--- src/rtl/acc16_seq.sv ---
// Sums a burst of LEN operands from a valid/ready stream and reports the 16-bit total plus a sticky carry-out.
// Latency: the result is valid the cycle after the final accepted operand; an empty burst completes one cycle after start.
// Backpressure: in_ready is high only while accumulating, and the result is held in DONE until out_ready is seen.

module fullAdder16 (
    input  logic [15:0] a_i,
    input  logic [15:0] b_i,
    input  logic        cin_i,
    output logic [15:0] sum_o,
    output logic        cout_o
);
    logic [16:0] c;

    assign c[0] = cin_i;

    // One full-adder cell per bit; the carry ripples from bit 0 to bit 15.
    for (genvar i = 0; i < 16; i++) begin : g_bit
        assign sum_o[i] = a_i[i] ^ b_i[i] ^ c[i];
        assign c[i+1]   = (a_i[i] & b_i[i]) | (c[i] & (a_i[i] ^ b_i[i]));
    end

    assign cout_o = c[16];
endmodule

module acc16_seq #(
    parameter int WIDTH = 16,
    parameter int LEN_W = 8
) (
    input  logic             clk,
    input  logic             rst,
    input  logic             start,
    input  logic [LEN_W-1:0] len,
    input  logic             in_valid,
    input  logic [WIDTH-1:0] in_data,
    output logic             in_ready,
    output logic             out_valid,
    input  logic             out_ready,
    output logic [WIDTH-1:0] out_sum,
    output logic             out_carry,
    output logic             busy
);
    typedef enum logic [1:0] {
        S_IDLE  = 2'd0,
        S_ACCUM = 2'd1,
        S_DONE  = 2'd2
    } state_t;

    state_t           state_q, state_d;
    logic [WIDTH-1:0] acc_q, acc_d;
    logic [LEN_W-1:0] cnt_q, cnt_d;
    logic [LEN_W-1:0] len_q, len_d;
    logic             carry_q, carry_d;

    logic [WIDTH-1:0] add_sum;
    logic             add_cout;

    // The adder is always looking at acc + in_data; its result is only taken on a beat.
    fullAdder16 u_add (
        .a_i    (acc_q),
        .b_i    (in_data),
        .cin_i  (1'b0),
        .sum_o  (add_sum),
        .cout_o (add_cout)
    );

    // State and datapath registers; reset drops any partial burst.
    always_ff @(posedge clk) begin
        if (rst) begin
            state_q <= S_IDLE;
            acc_q   <= '0;
            cnt_q   <= '0;
            len_q   <= '0;
            carry_q <= 1'b0;
        end else begin
            state_q <= state_d;
            acc_q   <= acc_d;
            cnt_q   <= cnt_d;
            len_q   <= len_d;
            carry_q <= carry_d;
        end
    end

    // Next-state, datapath update and handshake outputs.
    always_comb begin
        state_d   = state_q;
        acc_d     = acc_q;
        cnt_d     = cnt_q;
        len_d     = len_q;
        carry_d   = carry_q;
        in_ready  = 1'b0;
        out_valid = 1'b0;

        unique case (state_q)
            S_IDLE: begin
                if (start) begin
                    acc_d   = '0;
                    carry_d = 1'b0;
                    if (len != '0) begin
                        len_d   = len;
                        cnt_d   = '0;
                        state_d = S_ACCUM;
                    end else begin
                        // Empty burst goes straight to a zero result.
                        state_d = S_DONE;
                    end
                end
            end
            S_ACCUM: begin
                in_ready = 1'b1;
                if (in_valid) begin
                    acc_d   = add_sum;
                    carry_d = carry_q | add_cout;
                    cnt_d   = cnt_q + LEN_W'(1);
                    if (cnt_q == len_q - LEN_W'(1)) begin
                        state_d = S_DONE;
                    end
                end
            end
            S_DONE: begin
                out_valid = 1'b1;
                if (out_ready) begin
                    state_d = S_IDLE;
                end
            end
            default: begin
                state_d = S_IDLE;
            end
        endcase
    end

    // The result registers double as the output; they stay put in IDLE until the next start.
    assign out_sum   = acc_q;
    assign out_carry = carry_q;
    assign busy      = (state_q != S_IDLE);
endmodule
--- config.mk ---
export PLATFORM = sky130hd
export DESIGN_NAME = acc16_seq
export DESIGN_NICKNAME = d
export VERILOG_FILES = /design/src/rtl/acc16_seq.sv
export SDC_FILE = /design/constraint.sdc
export NUM_CORES = 1
export LEC_CHECK = 0
export ABC_AREA = 1
export ABC_CLOCK_PERIOD_IN_PS = 6300
export BUFFER_PORTS_ARGS = -buffer_cell sky130_fd_sc_hd__buf_4
export CORE_MARGIN = 5
export CORE_UTILIZATION = 40
export DETAILED_ROUTE_END_ITERATION = 12
export PLACE_DENSITY = 0.75
export SYNTH_ARGS = -nofsm -noshare
export SYNTH_HDL_FRONTEND = slang
export SYNTH_SLANG_ARGS = --single-unit
--- constraint.sdc ---
create_clock -name clk -period 6.3 [get_ports clk]
set_input_delay 0.63 -clock clk [delete_from_list [all_inputs] [get_ports clk]]
set_output_delay 0.63 -clock clk [all_outputs]
set_load 0.02 [all_outputs]
==> metrics.txt, run 1 <==
PortBufs=48; Post-CTS Hold Fix Bufs=0; Synth warnings=0; worst vdd ir=0.1712 mV; largest net degree at the start of global routing=27; Hold Vio Cnt, Final=0; Post-Synthesis Mean Instance Area=7.209 µm²; Post-Synth Adder-Cell Area=about 15%; Setup TNS=0 ns; hold crit path type=register to register; Sink Count=35; clock buffer count from CTS=5; crit start category=primary input; via count=2030; RSZ-0062 raised after global routing=false; nets=404; Worst Tran Pin Value=between 0.5 and 0.6 ns; Synth cell types=32; diode count=0; Total Routing Usage GR=~14%; DR DRC count=0; Filler cells=537; Period Utilization, post-route=96.75%; Static Leak=about 1.2 nW; Slew HR=62.92%; arrival time worst endpoint=6.25 ns; Fmax=around 160 MHz; area of placed instances=0.002643 mm²; layout cell share with drive strength beyond 1=a little over a fifth; origin of the critical flop-to-flop path=out_sum[0]$_SDFFE_PP0P_; CTS resizes=0; Boundary Pins=approximately 50; Simple-Gate Fraction of Synth Area=between 20% and 30%; height of the chip=between 80 and 90 µm; vias per inst=around 4.7; synthesized area=0.002235 mm²; Reg clk slew, reported paths=~0.07 ns; Post-CTS Setup Bufs=0; Site Rows=27; Worst Reg2Reg Path Length in Cells=20; power density over the cells=~300 mW/mm²; CTS tree=built; Total Wirelength=4887 µm; HPWL after detailed placement=3864 µm; Critical Path RT=6.46 ns; Synth Area in Compound Gates=between 10% and 20%; Slew Viols, Final=0; Final setup viols=0; Routed WL per cell=11.37 µm; Final Util=about half; Die W=between 80 and 90 µm; end of the critical path=out_sum[15]$_SDFFE_PP0P_; die area=a little over 0.007 mm²; iteration-0 DRC count of the detailed router=174; status=completed; Seq cells post-synth=35; Initial Utilization=40.83%; GRT overflow=0; CP max FO=1; GPL Wtd Cong=between 0.8 and 0.9; post-synthesis sequential area ratio=between 30% and 40%; Root Driver=clkbuf_8; Synthesized Nets=between 300 and 400; ANT nets after route=0; vias in the first global route=1898; crit path launch=in_data[0]; XOR/XNOR Fraction of Synth Area=approximately 2.4%; R2R setup slack=between 0.2 and 0.3 ns; Final Cell Area=0.002753 mm²; Setup Skew=about 0.0039 ns; worst skew pair latency=approximately 0.28 ns; kind of critical path=primary input to register; H-tree levels=2; largest family of logic cells by synthesized area=simple AND/OR/NAND/NOR gates; critical path capture point type=register; drt pass-1 iters=4; global-route wire length before repair=8487 µm; Core Area=between 0.005 and 0.006 mm²; cell count after synthesis=310; fin crit period=approximately 6 ns; initial antenna violation count=0; Max Root-Sink Buffers=2; max-cap viol count=0; P&R area growth vs syn=23.18%; R2R Path End=out_sum[15]$_SDFFE_PP0P_; mux cell area share after synthesis=0%
## state kept, by name, summed over array words and instances (netlist names)
name,count
cnt_q,8
len_q,8
out_carry,1
out_sum,16
state_q,2
## cells in the final DEF, fill, tap and decap left out, types with 6 or more instances in the layout
cell type	n
nor2_1	37
nand3_1	16
buf_4	48
fa_2	6
a21oi_1	20
dfxtp_1	35
fa_1	9
o21ai_0	12
o22ai_1	13
nand2_1	55
inv_1	65
clkbuf_8	7
## metrics by stage
step	hold WS (ns)	total power [mW]	setup WS (ns)	cells
after floorplan	0.4481	0.5445	0.01565	310
after global placement	0.4567	0.6276	-0.1503	422
after detailed placement	0.4665	0.6360	-0.2913	422
after CTS	0.4812	0.8152	0.01240	430
after global routing	0.5107	0.8819	0.01300	430
final	0.4799	0.8095	0.2046	430
## critical path, stage by stage
cell,delay [ns]
buf_4,0.08
ha_1,0.14
inv_1,0.05
fa_1,0.39
fa_2,0.36
fa_2,0.35
fa_2,0.34
fa_1,0.38
fa_1,0.39
fa_2,0.35
fa_1,0.38
fa_1,0.39
fa_2,0.35
fa_2,0.35
fa_1,0.38
inv_1,0.08
fa_1,0.17
fa_1,0.18
fa_1,0.40
nand2_1,0.07
a21oi_1,0.06
## cell type report
class                      instances  area, µm²  share of cell area (%)
clock buffer                       8      100.1                   3.636
tap                               72      90.09                   3.273
multi-input combinational        200       1250                   45.41
inverter                          67      251.5                   9.136
sequential                        35      700.7                   25.45
timing repair buffer              48      360.3                   13.09
## synthesized netlist by cell type (all sizes together)
| library cell | count | area, µm² |
|---|---|---|
| dfxtp | 35 | 700.7 |
| buf | 4 | 32.53 |
| nand4 | 1 | 6.260 |
| nor3 | 4 | 25.02 |
| o21a | 1 | 7.510 |
| or2 | 2 | 12.52 |
| nand3 | 16 | 80.08 |
| a21oi | 22 | 117.6 |
| nand2 | 58 | 235.2 |
| xnor2 | 2 | 17.52 |
| fa | 15 | 300.3 |
| clkbuf | 4 | 15.01 |
| inv | 66 | 247.7 |
| clkinv | 1 | 3.750 |
| xor2 | 4 | 35.03 |
| ha | 3 | 37.54 |
| nor2 | 43 | 190.2 |
| nand3b | 1 | 7.510 |
| o22ai | 13 | 81.33 |
| nor3b | 1 | 7.510 |
| o21ai | 14 | 73.82 |
## report_power, final
part | internal (mW) | switching (mW)
combinational | 0.131 | 0.218
clock | 0.0998 | 0.0771
sequential | 0.252 | 0.0324
## per-layer routing
metal / wire length, µm / global-route usage [%] / vias up
li1: - / - / 1049
met1: 2063 / 17.99 / 933
met2: 2550 / 24.06 / 42
met3: 188 / 2.650 / 6
met4: 83 / 5.899 / 0
met5: 0 / 0 / -
## cell families (layout without fill, tap and decap cells)
family          count (synthesis)  after routing
simple gates                  126            126
buf+inv                        75            123
compound gates                 50             50
flops                          35             35
fa+ha+maj                      18             18
xor+xnor                        6              6
## how the worst min path moves through the flow
stage | from | endpoint | depth (start not counted)
3_5_place_dp | out_carry$_SDFFE_PP0P_ | out_carry$_SDFFE_PP0P_ | 2
5_1_grt | len_q[7]$_SDFFE_PP0P_ | len_q[7]$_SDFFE_PP0P_ | 2
4_1_cts | cnt_q[6]$_SDFFE_PP0P_ | cnt_q[6]$_SDFFE_PP0P_ | 2
2_1_floorplan | len_q[1]$_SDFFE_PP0P_ | len_q[1]$_SDFFE_PP0P_ | 2
6_report | cnt_q[6]$_SDFFE_PP0P_ | cnt_q[6]$_SDFFE_PP0P_ | 2
3_3_place_gp | out_carry$_SDFFE_PP0P_ | out_carry$_SDFFE_PP0P_ | 2
Note: power is estimated with default switching activity, not from simulation.
==> inputs of run 2 (changes only) <==
--- a/config.mk
+++ b/config.mk
@@ -5,13 +5,12 @@
 export SDC_FILE = /design/constraint.sdc
 export NUM_CORES = 1
 export LEC_CHECK = 0
-export ABC_AREA = 1
 export ABC_CLOCK_PERIOD_IN_PS = 6300
 export BUFFER_PORTS_ARGS = -buffer_cell sky130_fd_sc_hd__buf_4
 export CORE_MARGIN = 5
 export CORE_UTILIZATION = 40
 export DETAILED_ROUTE_END_ITERATION = 12
-export PLACE_DENSITY = 0.75
+export PLACE_DENSITY = 0.76
 export SYNTH_ARGS = -nofsm -noshare
 export SYNTH_HDL_FRONTEND = slang
 export SYNTH_SLANG_ARGS = --single-unit
==> metrics.txt, run 2 <==
status=completed; cell count after synthesis=242 (-22%); max reg flops=16 (unchanged); buffer and inverter count on the worst path=3 (unchanged); FFs w/ async S/R, synth=0% (unchanged); H-tree levels=2 (unchanged); height of the chip=82.15 µm (-3.1%); die area=0.006748 mm² (-6.0%); Total Wirelength=4658 µm (-4.7%); Critical Path RT=6.47 ns (about the same); layout cell share with drive strength beyond 1=24.38% (+3.2 points); most frequent cells in the layout=nor2_1 (49), buf_4 (48), dfxtp_1 (34), inv_1 (32), a21oi_1 (20); Clk pwr share=30.5% (+8.7 points); Synth top area share=33.65% (+2.3 points); Top FF cell, synth=dfxtp_1; top-count cell post-synth=nor2_1; global-route wire length before repair=7976 µm (-6.0%); Site Rows=26 (-3.7%); critical-path cell list=buf_4 -> ha_1 -> inv_1 -> fa_2 -> fa_2 -> fa_2 -> fa_1 -> fa_2 -> fa_1 -> fa_1 -> fa_2 -> fa_2 -> fa_2 -> fa_2 -> fa_1 -> inv_1 -> fa_1 -> fa_1 -> fa_1 -> a22oi_1 -> nor2_1; Routed WL per cell=13.20 µm (+16%); Die W=82.15 µm (-3.1%); Synth warnings=0 (unchanged); Seq pwr share=48.4% (+13 points); Post-CTS Setup Bufs=0 (unchanged); total chip power=0.4974 mW (-39%); synth top area cells=dfxtp_1 (34%), fa_1 (14%), nor2_1 (8.8%); iteration-0 DRC count of the detailed router=74 (-57%); Slew HR=56.37% (-6.5 points); placed cells=347 (-18%); Core Area=0.005075 mm² (-7.3%); via count=1718 (-15%); Place WS=-0.3142 ns (-0.02286 ns); clock buffer count from CTS=5 (unchanged); ANT nets after route=0 (unchanged); Hold Vio Cnt, Final=0 (unchanged); P&R area growth vs syn=22.72%; Filler cells=519 (-3.4%); hold crit path type=register to register; Period Utilization, post-route=96.85% (+0.10 points); drt pass-1 iters=4 (unchanged); Final Hold Slack=0.5177 ns (+0.03786 ns); Initial Utilization=41.03% (+0.19 points); Setup Skew=0.003669 ns (-0.0002621 ns); Synth cell types=35 (+9.4%); CTS tree=built; vias per inst=4.867 (+3.1%); nets=331 (-18%); Seq cells post-synth=35 (unchanged); slack of the critical path=0.1982 ns (-0.006456 ns); largest net degree at the start of global routing=31 (+15%); Sink Count=35 (unchanged); Worst Tran Pin Value=0.6500 ns (+0.09388 ns); Layout Cells excl Fill=353 (-18%); most frequent CP cell=fa_2; HPWL after detailed placement=3580 µm (-7.3%); worst vdd ir=0.1225 mV (-28%); Final Util=50.35% (about the same); PortBufs=48 (unchanged); GPL Wtd Cong=0.7607 (-11%); leading area contributor after synthesis=dfxtp_1; P_sw=0.1453 mW (-56%); Total Routing Usage GR=15.46% (+1.1 points); Post-CTS Hold Fix Bufs=0 (unchanged); GRT overflow=0 (unchanged); most frequent cells after synthesis=nor2_1 (49), dfxtp_1 (35), inv_1 (32); Fmax=163.9 MHz (-0.11%); RSZ-0062 raised after global routing=false; Critical Path Max Stage Delay=0.40 ns (about the same); Static Leak=1.087 nW (-12%); critical path's top delay family=adder cells; commonest non-fill, non-tap cell in the layout=nor2_1; critical path capture point type=register; power density over the cells=194.7 mW/mm² (-34%); Slew Viols, Final=0 (unchanged); worst skew pair latency=0.29 ns (about the same); sw frac=29.22% (-11 points); number of synthesized flops with an enable pin=0 (unchanged); synthesized area=0.002082 mm² (-6.8%); Synthesized Nets=289 (-19%); kind of critical path=primary input to register; combinational power share=21.1% (-22 points); Reg clk slew, reported paths=0.07 ns (about the same); Boundary Pins=49 (unchanged); vias in the first global route=1714 (-9.7%); post-synthesis sequential area ratio=33.65% (+2.3 points); Internal=0.3521 mW (-27%); fin crit period=6.102 ns (+0.006456 ns); CP max FO=1 (unchanged); crit start category=primary input; DR DRC count=0 (unchanged); Slowest-stage cell, CP=fa_1; CTS resizes=0 (unchanged); Final setup viols=0 (unchanged); Post-Synthesis Mean Instance Area=8.603 µm² (+19%); arrival time worst endpoint=6.27 ns (+0.02 ns); initial antenna violation count=0 (unchanged); Max Root-Sink Buffers=2 (unchanged); max-cap viol count=0 (unchanged); diode count=0 (unchanged); Root Driver=clkbuf_8
run 2: changes by cell type in the layout (fill, tap and decap cells not counted), sizes merged, moves of 7 or more:
| cell | previous run | this run |
|---|---|---|
| nand3 | 16 | 2 |
| nand2 | 58 | 9 |
| xnor2 | 2 | 9 |
| inv | 66 | 32 |
| o21ai | 14 | 2 |
| mux2i | 0 | 10 |
| o22ai | 13 | 0 |
run 2: cell families after synthesis:
group                      synth area share [%]
and+or+nand+nor                           19.11
DFF                                       33.65
muxes                                     4.808
adders and majority gates                 16.23
buffers and inverters                     9.074
xor gates and xnor gates                  6.310
AOI/OAI and AO/OA                         10.82
run 2: area by class of cell:
| class | instances | area (µm²) | share of cell area (%) |
|---|---|---|---|
| sequential | 35 | 701.9 | 27.47 |
| timing repair buffer | 48 | 360.3 | 14.10 |
| clock buffer | 6 | 72.57 | 2.840 |
| tap | 70 | 87.58 | 3.428 |
| inverter | 32 | 120.1 | 4.701 |
| multi-input combinational | 162 | 1212 | 47.45 |
run 2: metal layers:
| metal | track usage [%] | part of all wire (%) | vias to the layer above |
|---|---|---|---|
| met2 | 26.17 | 48 | 51 |
| met5 | 0 | 0 | - |
| met4 | 4.983 | 1.4 | 0 |
| met1 | 18.54 | 44 | 799 |
| li1 | - | - | 861 |
| met3 | 4.989 | 6.2 | 7 |
run 2: worst register-to-register path, delay by kind of cell (launching register included):
family          cells  cell delay [ns]
simple gates        1             0.06
buf+inv             2             0.13
compound gates      1             0.16
fa+ha+maj          16             5.25
flops               1             0.35
run 2: power groups by stage:
| stage | Clock, mW | Sequential [mW] | Combinational (mW) |
|---|---|---|---|
| 3_3_place_gp | 0 | 0.245 | 0.103 |
| 2_1_floorplan | 0 | 0.246 | 0.0704 |
| 5_1_grt | 0.165 | 0.242 | 0.117 |
| 4_1_cts | 0.155 | 0.241 | 0.106 |
| 6_report | 0.152 | 0.241 | 0.105 |
| 3_5_place_dp | 0 | 0.246 | 0.105 |
run 2: metrics by stage:
step | cell area (µm²) | setup TNS (ns)
6_report | 2555 | 0
5_1_grt | 2555 | 0
4_1_cts | 2544 | 0
2_1_floorplan | 2092 | 0
3_3_place_gp | 2471 | -0.2651
3_5_place_dp | 2471 | -0.5509
run 2: worst paths after layout:
| check | to | from | depth (start not counted) | slack, ns |
|---|---|---|---|---|
| worst max register to register | out_sum[15]$_SDFFE_PP0P_ | out_sum[0]$_SDFFE_PP0P_ | 20 | 0.26 |
| worst min register to register | cnt_q[1]$_SDFFE_PP0P_ | cnt_q[1]$_SDFFE_PP0P_ | 2 | 0.52 |
| worst max-delay path | out_sum[15]$_SDFFE_PP0P_ | in_data[0] | 21 | 0.20 |
| worst min-delay path | cnt_q[1]$_SDFFE_PP0P_ | cnt_q[1]$_SDFFE_PP0P_ | 2 | 0.52 |
